--- config.mk ---
export PLATFORM = sky130hd
export DESIGN_NAME = serial_magnitude_comparator
export DESIGN_NICKNAME = d
export VERILOG_FILES = /design/src/rtl/serial_magnitude_comparator_pkg.sv /design/src/rtl/serial_magnitude_comparator_cell.sv /design/src/rtl/serial_magnitude_comparator.sv
export SDC_FILE = /design/constraint.sdc
export NUM_CORES = 1
export LEC_CHECK = 0
export ABC_CLOCK_PERIOD_IN_PS = 2600
export BUFFER_PORTS_ARGS = -buffer_cell sky130_fd_sc_hd__buf_2
export CORE_ASPECT_RATIO = 0.7
export CORE_UTILIZATION = 40
export DETAILED_ROUTE_END_ITERATION = 8
export PLACE_DENSITY = 0.7
export SLEW_MARGIN = 30
export SYNTH_ARGS = -nofsm -noshare
export SYNTH_HDL_FRONTEND = slang
export SYNTH_HIERARCHICAL = 1
export SYNTH_SLANG_ARGS = --single-unit
--- constraint.sdc ---
create_clock -name clk -period 2.6 [get_ports clk]
set_input_delay 0.13 -clock clk [delete_from_list [all_inputs] [get_ports clk]]
set_output_delay 0.13 -clock clk [all_outputs]
set_load 0.005 [all_outputs]
--- src/rtl/serial_magnitude_comparator_pkg.sv ---
// Shared types and constants for the bit-serial magnitude comparator.
// Result flags are packed as {gt, eq, lt}.
package serial_cmp_pkg;

    typedef enum logic [1:0] {
        IDLE = 2'd0,
        SCAN = 2'd1,
        DONE = 2'd2
    } state_e;

    localparam int unsigned RES_W  = 3;
    localparam int unsigned RES_GT = 2;
    localparam int unsigned RES_EQ = 1;
    localparam int unsigned RES_LT = 0;

endpackage

--- src/rtl/serial_magnitude_comparator_cell.sv ---
// One combinational comparison cell: folds a single bit pair into the running
// equal/greater flags; the first differing bit decides, later bits are ignored.
module comparator_cell (
    input  logic a_bit,
    input  logic b_bit,
    input  logic invert,
    input  logic eq_in,
    input  logic gt_in,
    output logic eq_out,
    output logic gt_out
);

    always_comb begin
        eq_out = eq_in;
        gt_out = gt_in;
        if (eq_in && (a_bit != b_bit)) begin
            eq_out = 1'b0;
            // A set sign bit means the smaller value in two's complement.
            gt_out = invert ? b_bit : a_bit;
        end
    end

endmodule

--- src/rtl/serial_magnitude_comparator.sv ---
// Bit-serial MSB-first magnitude comparator with start/busy/done handshake,
// optional two's-complement mode and optional early exit.
module serial_magnitude_comparator
    import serial_cmp_pkg::*;
#(
    parameter int WIDTH      = 8,
    parameter int SIGNED     = 0,
    parameter int EARLY_EXIT = 1
) (
    input  logic             clk,
    input  logic             rst,
    input  logic             start,
    input  logic [WIDTH-1:0] a,
    input  logic [WIDTH-1:0] b,
    output logic             busy,
    output logic             done,
    output logic             gt,
    output logic             eq,
    output logic             lt
);

    localparam int unsigned IW = $clog2(WIDTH);

    state_e             state_q, state_d;
    logic [WIDTH-1:0]   a_q, a_d;
    logic [WIDTH-1:0]   b_q, b_d;
    logic [IW-1:0]      idx_q, idx_d;
    logic               eq_mid_q, eq_mid_d;
    logic               gt_mid_q, gt_mid_d;
    logic [RES_W-1:0]   res_q, res_d;
    logic               busy_q, done_q;

    logic cell_eq, cell_gt, cell_invert, last_bit;

    assign cell_invert = (SIGNED != 0) && (idx_q == IW'(WIDTH - 1));
    assign last_bit    = (idx_q == '0);

    comparator_cell u_cell (
        .a_bit  (a_q[idx_q]),
        .b_bit  (b_q[idx_q]),
        .invert (cell_invert),
        .eq_in  (eq_mid_q),
        .gt_in  (gt_mid_q),
        .eq_out (cell_eq),
        .gt_out (cell_gt)
    );

    always_comb begin
        state_d  = state_q;
        a_d      = a_q;
        b_d      = b_q;
        idx_d    = idx_q;
        eq_mid_d = eq_mid_q;
        gt_mid_d = gt_mid_q;
        res_d    = res_q;
        unique case (state_q)
            IDLE: begin
                if (start) begin
                    state_d  = SCAN;
                    a_d      = a;
                    b_d      = b;
                    idx_d    = IW'(WIDTH - 1);
                    eq_mid_d = 1'b1;
                    gt_mid_d = 1'b0;
                    res_d    = '0;
                end
            end
            SCAN: begin
                eq_mid_d = cell_eq;
                gt_mid_d = cell_gt;
                if (last_bit || ((EARLY_EXIT != 0) && !cell_eq)) begin
                    state_d        = DONE;
                    res_d[RES_GT]  = cell_gt;
                    res_d[RES_EQ]  = cell_eq;
                    res_d[RES_LT]  = ~cell_gt & ~cell_eq;
                end else begin
                    idx_d = idx_q - 1'b1;
                end
            end
            DONE: begin
                state_d = IDLE;
            end
            default: begin
                state_d = IDLE;
            end
        endcase
    end

    always_ff @(posedge clk or posedge rst) begin
        if (rst) begin
            state_q  <= IDLE;
            a_q      <= '0;
            b_q      <= '0;
            idx_q    <= '0;
            eq_mid_q <= 1'b1;
            gt_mid_q <= 1'b0;
            res_q    <= '0;
            busy_q   <= 1'b0;
            done_q   <= 1'b0;
        end else begin
            state_q  <= state_d;
            a_q      <= a_d;
            b_q      <= b_d;
            idx_q    <= idx_d;
            eq_mid_q <= eq_mid_d;
            gt_mid_q <= gt_mid_d;
            res_q    <= res_d;
            busy_q   <= (state_d == SCAN);
            done_q   <= (state_d == DONE);
        end
    end

    assign busy = busy_q;
    assign done = done_q;
    assign gt   = res_q[RES_GT];
    assign eq   = res_q[RES_EQ];
    assign lt   = res_q[RES_LT];

endmodule

==> Word level (Yosys, flattened, before mapping) <==
Cells that the tools add are included.
{ "classes": {"n_addsub": 1, "order_cmp": 1, "n_eq_ne": 7, "muxes": 19, "n_bitwise": 3, "n_reduce_logical": 10} }
{ "op_table": {"columns": ["operator", "n"], "rows": [
  ["$mux W3", 4],
  ["$pmux W3 S2", 2],
  ["$bmux W1 S3", 2],
  ["$mux W1", 6],
  ["$ne A2 B2 Y1 const B", 3],
  ["$reduce_and A3 Y1", 2],
  ["$eq A2 B1 Y1 const B", 2],
  ["$lt A3 B4 Y1 const B", 1],
  ["$mux W2", 2],
  ["$pmux W1 S2", 2],
  ["$pmux W2 S2", 1],
  ["$reduce_and A2 Y1", 2],
  ["$logic_not A3 Y1", 1],
  ["$sub A3 B1 Y3 const B", 1],
  ["$eq A2 B2 Y1 const B", 1],
  ["$logic_not A2 Y1", 1],
  ["$not A1 Y1", 2],
  ["$reduce_bool A2 Y1", 1],
  ["$and A1 B1 Y1", 1],
  ["$logic_and A1 B1 Y1", 1],
  ["$logic_not A1 Y1", 1],
  ["$logic_or A1 B1 Y1", 1],
  ["$ne A1 B1 Y1", 1]
]} }
{ "totals": {"register_bits": 28, "in_bits": 19, "out_inout_bits": 5, "elab_cells": 50} }

==> Depth between registers and ports, before layout <==
{ "logic_depth": {"word_depth": 10, "depth_mapped": 10, "ltp_nobuf": 8} }

==> Hierarchy <==
Netlist, hierarchy kept.
{ "modules_own_cells": {"columns": ["module", "instances", "cells_per_inst", "area_per_inst_um2", "seq_area_each_um2"], "rows": [
  ["serial_magnitude_comparator", 1, 103, 1346.3, 701.9],
  ["comparator_cell", 1, 8, 42.5, 0.0]
]} }

==> Worst setup path after synthesis <==
No wires, ideal clock.
{ "synth_timing": {"path_type": "flip-flop to flip-flop", "startpoint": "register idx_q[0]", "endpoint": "register res_q[0]", "setup_ns": 0.126, "arrival_time_ns": 2.178, "t_required_ns": 2.474, "setup_slack_ns": 0.296, "stages_incl_launch_ff": 11, "n_path_buf": 3, "period_less_slack_ns": 2.304, "cell_sequence": "dfrtp_1 -> buf_2 -> mux4_1 -> nand2_1 -> nand2_1 -> xor2_1 -> nor2_1 -> clkbuf_1 -> and2_4 -> buf_6 -> a311o_1"} }
{ "synth_via": {"elab_chain_len": 9, "word_cells_on_any_way": 18, "classes_between": "2 x eq/ne; 8 x mux; 3 x bitwise; 5 x reduce/logical"} }
{ "synth_rtl": {"columns": ["item", "line", "text"], "rows": [
  ["from (decl)", "serial_magnitude_comparator.sv:27", "logic [IW-1:0] idx_q, idx_d;"],
  ["from (signal assigned)", "serial_magnitude_comparator.sv:104", "idx_q <= idx_d;"],
  ["$bmux W1 S3 (on tied branches)", "serial_magnitude_comparator.sv:39, serial_magnitude_comparator.sv:40", null],
  ["$mux W1 (on tied branches)", "serial_magnitude_comparator.sv:39, serial_magnitude_comparator.sv:40", null],
  ["$ne A1 B1 Y1 *", "serial_magnitude_comparator_cell.sv:16", "if (eq_in && (a_bit != b_bit)) begin"],
  ["$logic_and A1 B1 Y1 *", "serial_magnitude_comparator_cell.sv:16", null],
  ["$mux W1 *", "serial_magnitude_comparator_cell.sv:16", null],
  ["via cell_eq", "serial_magnitude_comparator.sv:33", "logic cell_eq, cell_gt, cell_invert, last_bit;"],
  ["$not A1 Y1 / $logic_not A1 Y1 (equally long branches)", "serial_magnitude_comparator.sv:75, serial_magnitude_comparator.sv:71", null],
  ["$and A1 B1 Y1 / $logic_or A1 B1 Y1 (equally long branches)", "serial_magnitude_comparator.sv:75, serial_magnitude_comparator.sv:71", null],
  ["$mux W3 / $ne A2 B2 Y1 (equally long branches)", null, null],
  ["$pmux W3 S2 / $reduce_and A3 Y1 (equally long branches)", null, null],
  ["to (signal assigned)", "serial_magnitude_comparator.sv:107", "res_q <= res_d;"],
  ["to (decl)", "serial_magnitude_comparator.sv:30", "logic [RES_W-1:0] res_q, res_d;"]
]} }
Mark *: on every way through the listed nets, which the timed path passes. The rest lies on a longest branch. The select of a mux whose other input is x is not followed.
A chain may end at the register's enable or synchronous reset.

==> Worst setup path after layout <==
Ends and elaborated chain as after synthesis.

==> results.py <==
metrics = {
    "run_status": {
        "outcome": "completed",
    },
    "pwr": {
        "switching_share": 0.349,
        "p_switching_uw": 679,
        "p_seq_frac": 0.392,
        "ir_drop_uv": 391,
        "p_leak_uw": 0.000754,
        "powerDensity_nw_per_um2": 1210,
        "internal_power_uw": 1270,
        "pwr-share-comb": 0.432,
        "pwr-share-clk": 0.177,
    },
    "floorplanning": {
        "fp.dieArea_um2": 3720,
        "pin_count": 24,
        "fp-row-count": 17,
        "core_um2": 3230,
        "die_w_um": 72.4,
        "die_h_um": 51.3,
        "initial_core_util": 0.430,
    },
    "timing": {
        "timing.slew.headroom": 0.616,
        "setup_violations": 0,
        "slew_viol_final": 0,
        "fin_skew_ns": 0.00361,
        "worst_pin_slew_ns": 0.575,
        "rsz0062_at_grt": "no",
        "setup-tns-final_ns": 0,
        "fmax_ghz": 0.437,
        "fin_crit_ns": 2.29,
        "finalCritPeriodShare": 0.881,
        "hold_viol": 0,
    },
    "cells_and_area": {
        "layout-drive-gt1-share": 0.366,
        "diodes": 0,
        "finalNetCount": 156,
        "area.growth.synth_to_final_pct": 15.4,
        "final_cell_mix": "27 x dfrtp_1, 23 x buf_2, 14 x mux2_2",
        "fillers": 320,
        "fin_util": 0.496,
        "final_common_cell": "dfrtp_1",
    },
    "critical_path": {
        "worstPathArrival_ns": 2.45,
        "cp.required_ns": 2.76,
        "crit_path_max_fanout": 9,
        "crit_path_start_kind": "flop",
        "path_class": "flop to flop",
        "cp-end-kind": "flop",
    },
    "placement": {
        "place.gp.congestion": 0.811,
        "numPortBuffers": 23,
        "hpwl_um": 1790,
    },
    "yosys": {
        "synth-compound-area-share": 0.0928,
        "ys_warn_count": 6,
        "netlist.area_leader.share": 0.486,
        "synth_mux_area_frac": 0.205,
        "synthDistinctLibCells": 34,
        "yosys-top-cells-area": "dfrtp_1 49%, mux2_2 11%, mux4_1 7.6%",
        "syn_inst": 111,
        "yosys.area.top_type": "dfrtp_1",
        "ys_seq_area_frac": 0.505,
        "synth-adder-area-share": 0.0180,
        "synth_top_family_by_area": "multiplexers",
        "avgSynthCellArea_um2": 12.5,
        "synthXorXnorAreaFrac": 0.00631,
        "synth_seq_cells": 28,
        "syn_area_um2": 1390,
        "synth_simple_gate_area_frac": 0.118,
    },
    "cts": {
        "htree_levels": 1,
        "cts_inserted_buffers": 3,
        "cts_tree": "done",
        "clk_pin_slew_worst_paths_ns": 0.10,
        "cts_root_buf": "clkbuf_8",
        "cts.path.max_buffers": 2,
        "cts.sinks": 28,
        "clk_latency_ns": 0.28,
        "cts.repair.resized": 0,
    },
    "routing": {
        "routed_wl_um": 2550,
        "drc": 0,
        "via_per_inst": 5.01,
        "ant_nets": 0,
        "drt_first_pass_iters": 4,
        "vias": 907,
        "drt_iter0_markers": 35,
        "wl_per_cell_um": 14.1,
    },
    "grt": {
        "grt_pass1_wl_um": 4370,
        "antenna_found_initial": 0,
        "grt_max_degree": 29,
        "gr-total-overflow": 0,
        "first_global_vias": 929,
        "track_usage": 0.158,
    },
    "job": {
        "cap_violations": 0,
    },
    "worst_hold_path": {
        "worst_hold_path_type": "primary input to flop",
    },
}
-- Yosys cell counts --
master / number
a21oi_1: 4
nand2b_1: 2
nor3_1: 1
ha_1: 2
o22a_1: 1
nand2b_4: 2
o211ai_1: 1
dfrtp_1: 27
o21bai_1: 2
dfstp_2: 1
nor2_4: 1
a311oi_1: 2
nand3_1: 2
nor2_1: 5
conb_1: 1
nor2b_1: 1
clkbuf_1: 1
o21ba_2: 1
o311a_1: 1
mux2_2: 14
buf_2: 3
and2_4: 1
inv_1: 5
nand2_1: 12
mux4_1: 4
mux2_1: 2
xor2_1: 1
a211oi_1: 1
and2_1: 1
o22ai_1: 2
buf_6: 3
a32o_1: 1
a311o_1: 1
nand4_1: 2
-- cell families after synthesis --
kind of cell | count (synthesis)
and+or+nand+nor | 30
DFF | 28
muxes | 20
AOI/OAI and AO/OA | 17
buffers and inverters | 12
adders and majority gates | 2
other | 1
xor gates and xnor gates | 1
-- flip-flops by register name, summed over array words and instances (netlist names), 2 cells and up --
signal	cells
a_q	8
state_q	2
idx_q	3
b_q	8
res_q	3
-- metrics by stage --
step	total power, uW	cells	cell area, um^2	setup slack (ns)	hold WS (ns)
after detailed placement	1600	176	1520	0.339	0.228
after CTS	1960	181	1600	0.317	0.0707
after floorplan	1460	112	1390	0.296	0.195
final	1950	181	1600	0.310	0.0719
after global routing	2090	181	1600	0.159	0.0733
after global placement	1570	176	1520	0.435	0.347
-- worst max-delay path, cell delays in order (launching register included) --
cell and delay [ns]:
dfrtp_1 0.57, mux4_1 0.61, nand2_1 0.08, nand2_1 0.09
xor2_1 0.18, nor2_1 0.13, buf_4 0.18, nor3_1 0.06
a311o_1 0.28
-- worst paths after layout --
path	end	from	slack [ns]	cells after the start
max	res_q[0]	idx_q[0]	0.31	8
max in group asynchronous	eq_mid_q	rst	1.78	3
min reg2reg	a_q[0]	a_q[0]	0.49	1
min	a_q[0]	a[0]	0.07	2
max reg2reg	res_q[0]	idx_q[0]	0.31	8
min in group asynchronous	b_q[2]	rst	0.44	3
-- power groups by stage --
stage | clock (uW) | sequential [uW] | combinational, uW
floorplan | 0 | 698 | 766
global placement | 0 | 768 | 799
detailed placement | 0 | 772 | 831
CTS | 352 | 764 | 845
global route | 371 | 791 | 929
finish | 344 | 763 | 841
-- final cells by class --
| cell class | count | area (um^2) | area share |
|---|---|---|---|
| well taps | 47 | 58.8 | 0.0367 |
| inverters | 5 | 18.8 | 0.0117 |
| repair buffers | 25 | 133 | 0.0827 |
| clock buffers | 3 | 41.3 | 0.0258 |
| clock inverters | 1 | 30.0 | 0.0187 |
| flip-flops and latches | 28 | 702 | 0.438 |
| multi-input cells | 72 | 619 | 0.386 |
-- routing by layer --
layer / vias to the layer above / global-route usage / wire, um / share of wire
met4: 0 / 0.0229 / 21 / 0.0082
li1: 439 / - / - / -
met3: 5 / 0.0493 / 141 / 0.055
met1: 438 / 0.214 / 1190 / 0.47
met2: 25 / 0.254 / 1190 / 0.47
met5: - / 0 / 0 / 0
-- timing repair --
action | in CTS | in global routing
endpoints found under the setup margin | 0 | 0
hold buffers | 1 | 0
buffers inserted | 0 | 0
hold endpoints to repair | 27 | 0
No activity file was read; power rests on OpenSTA's default activity.
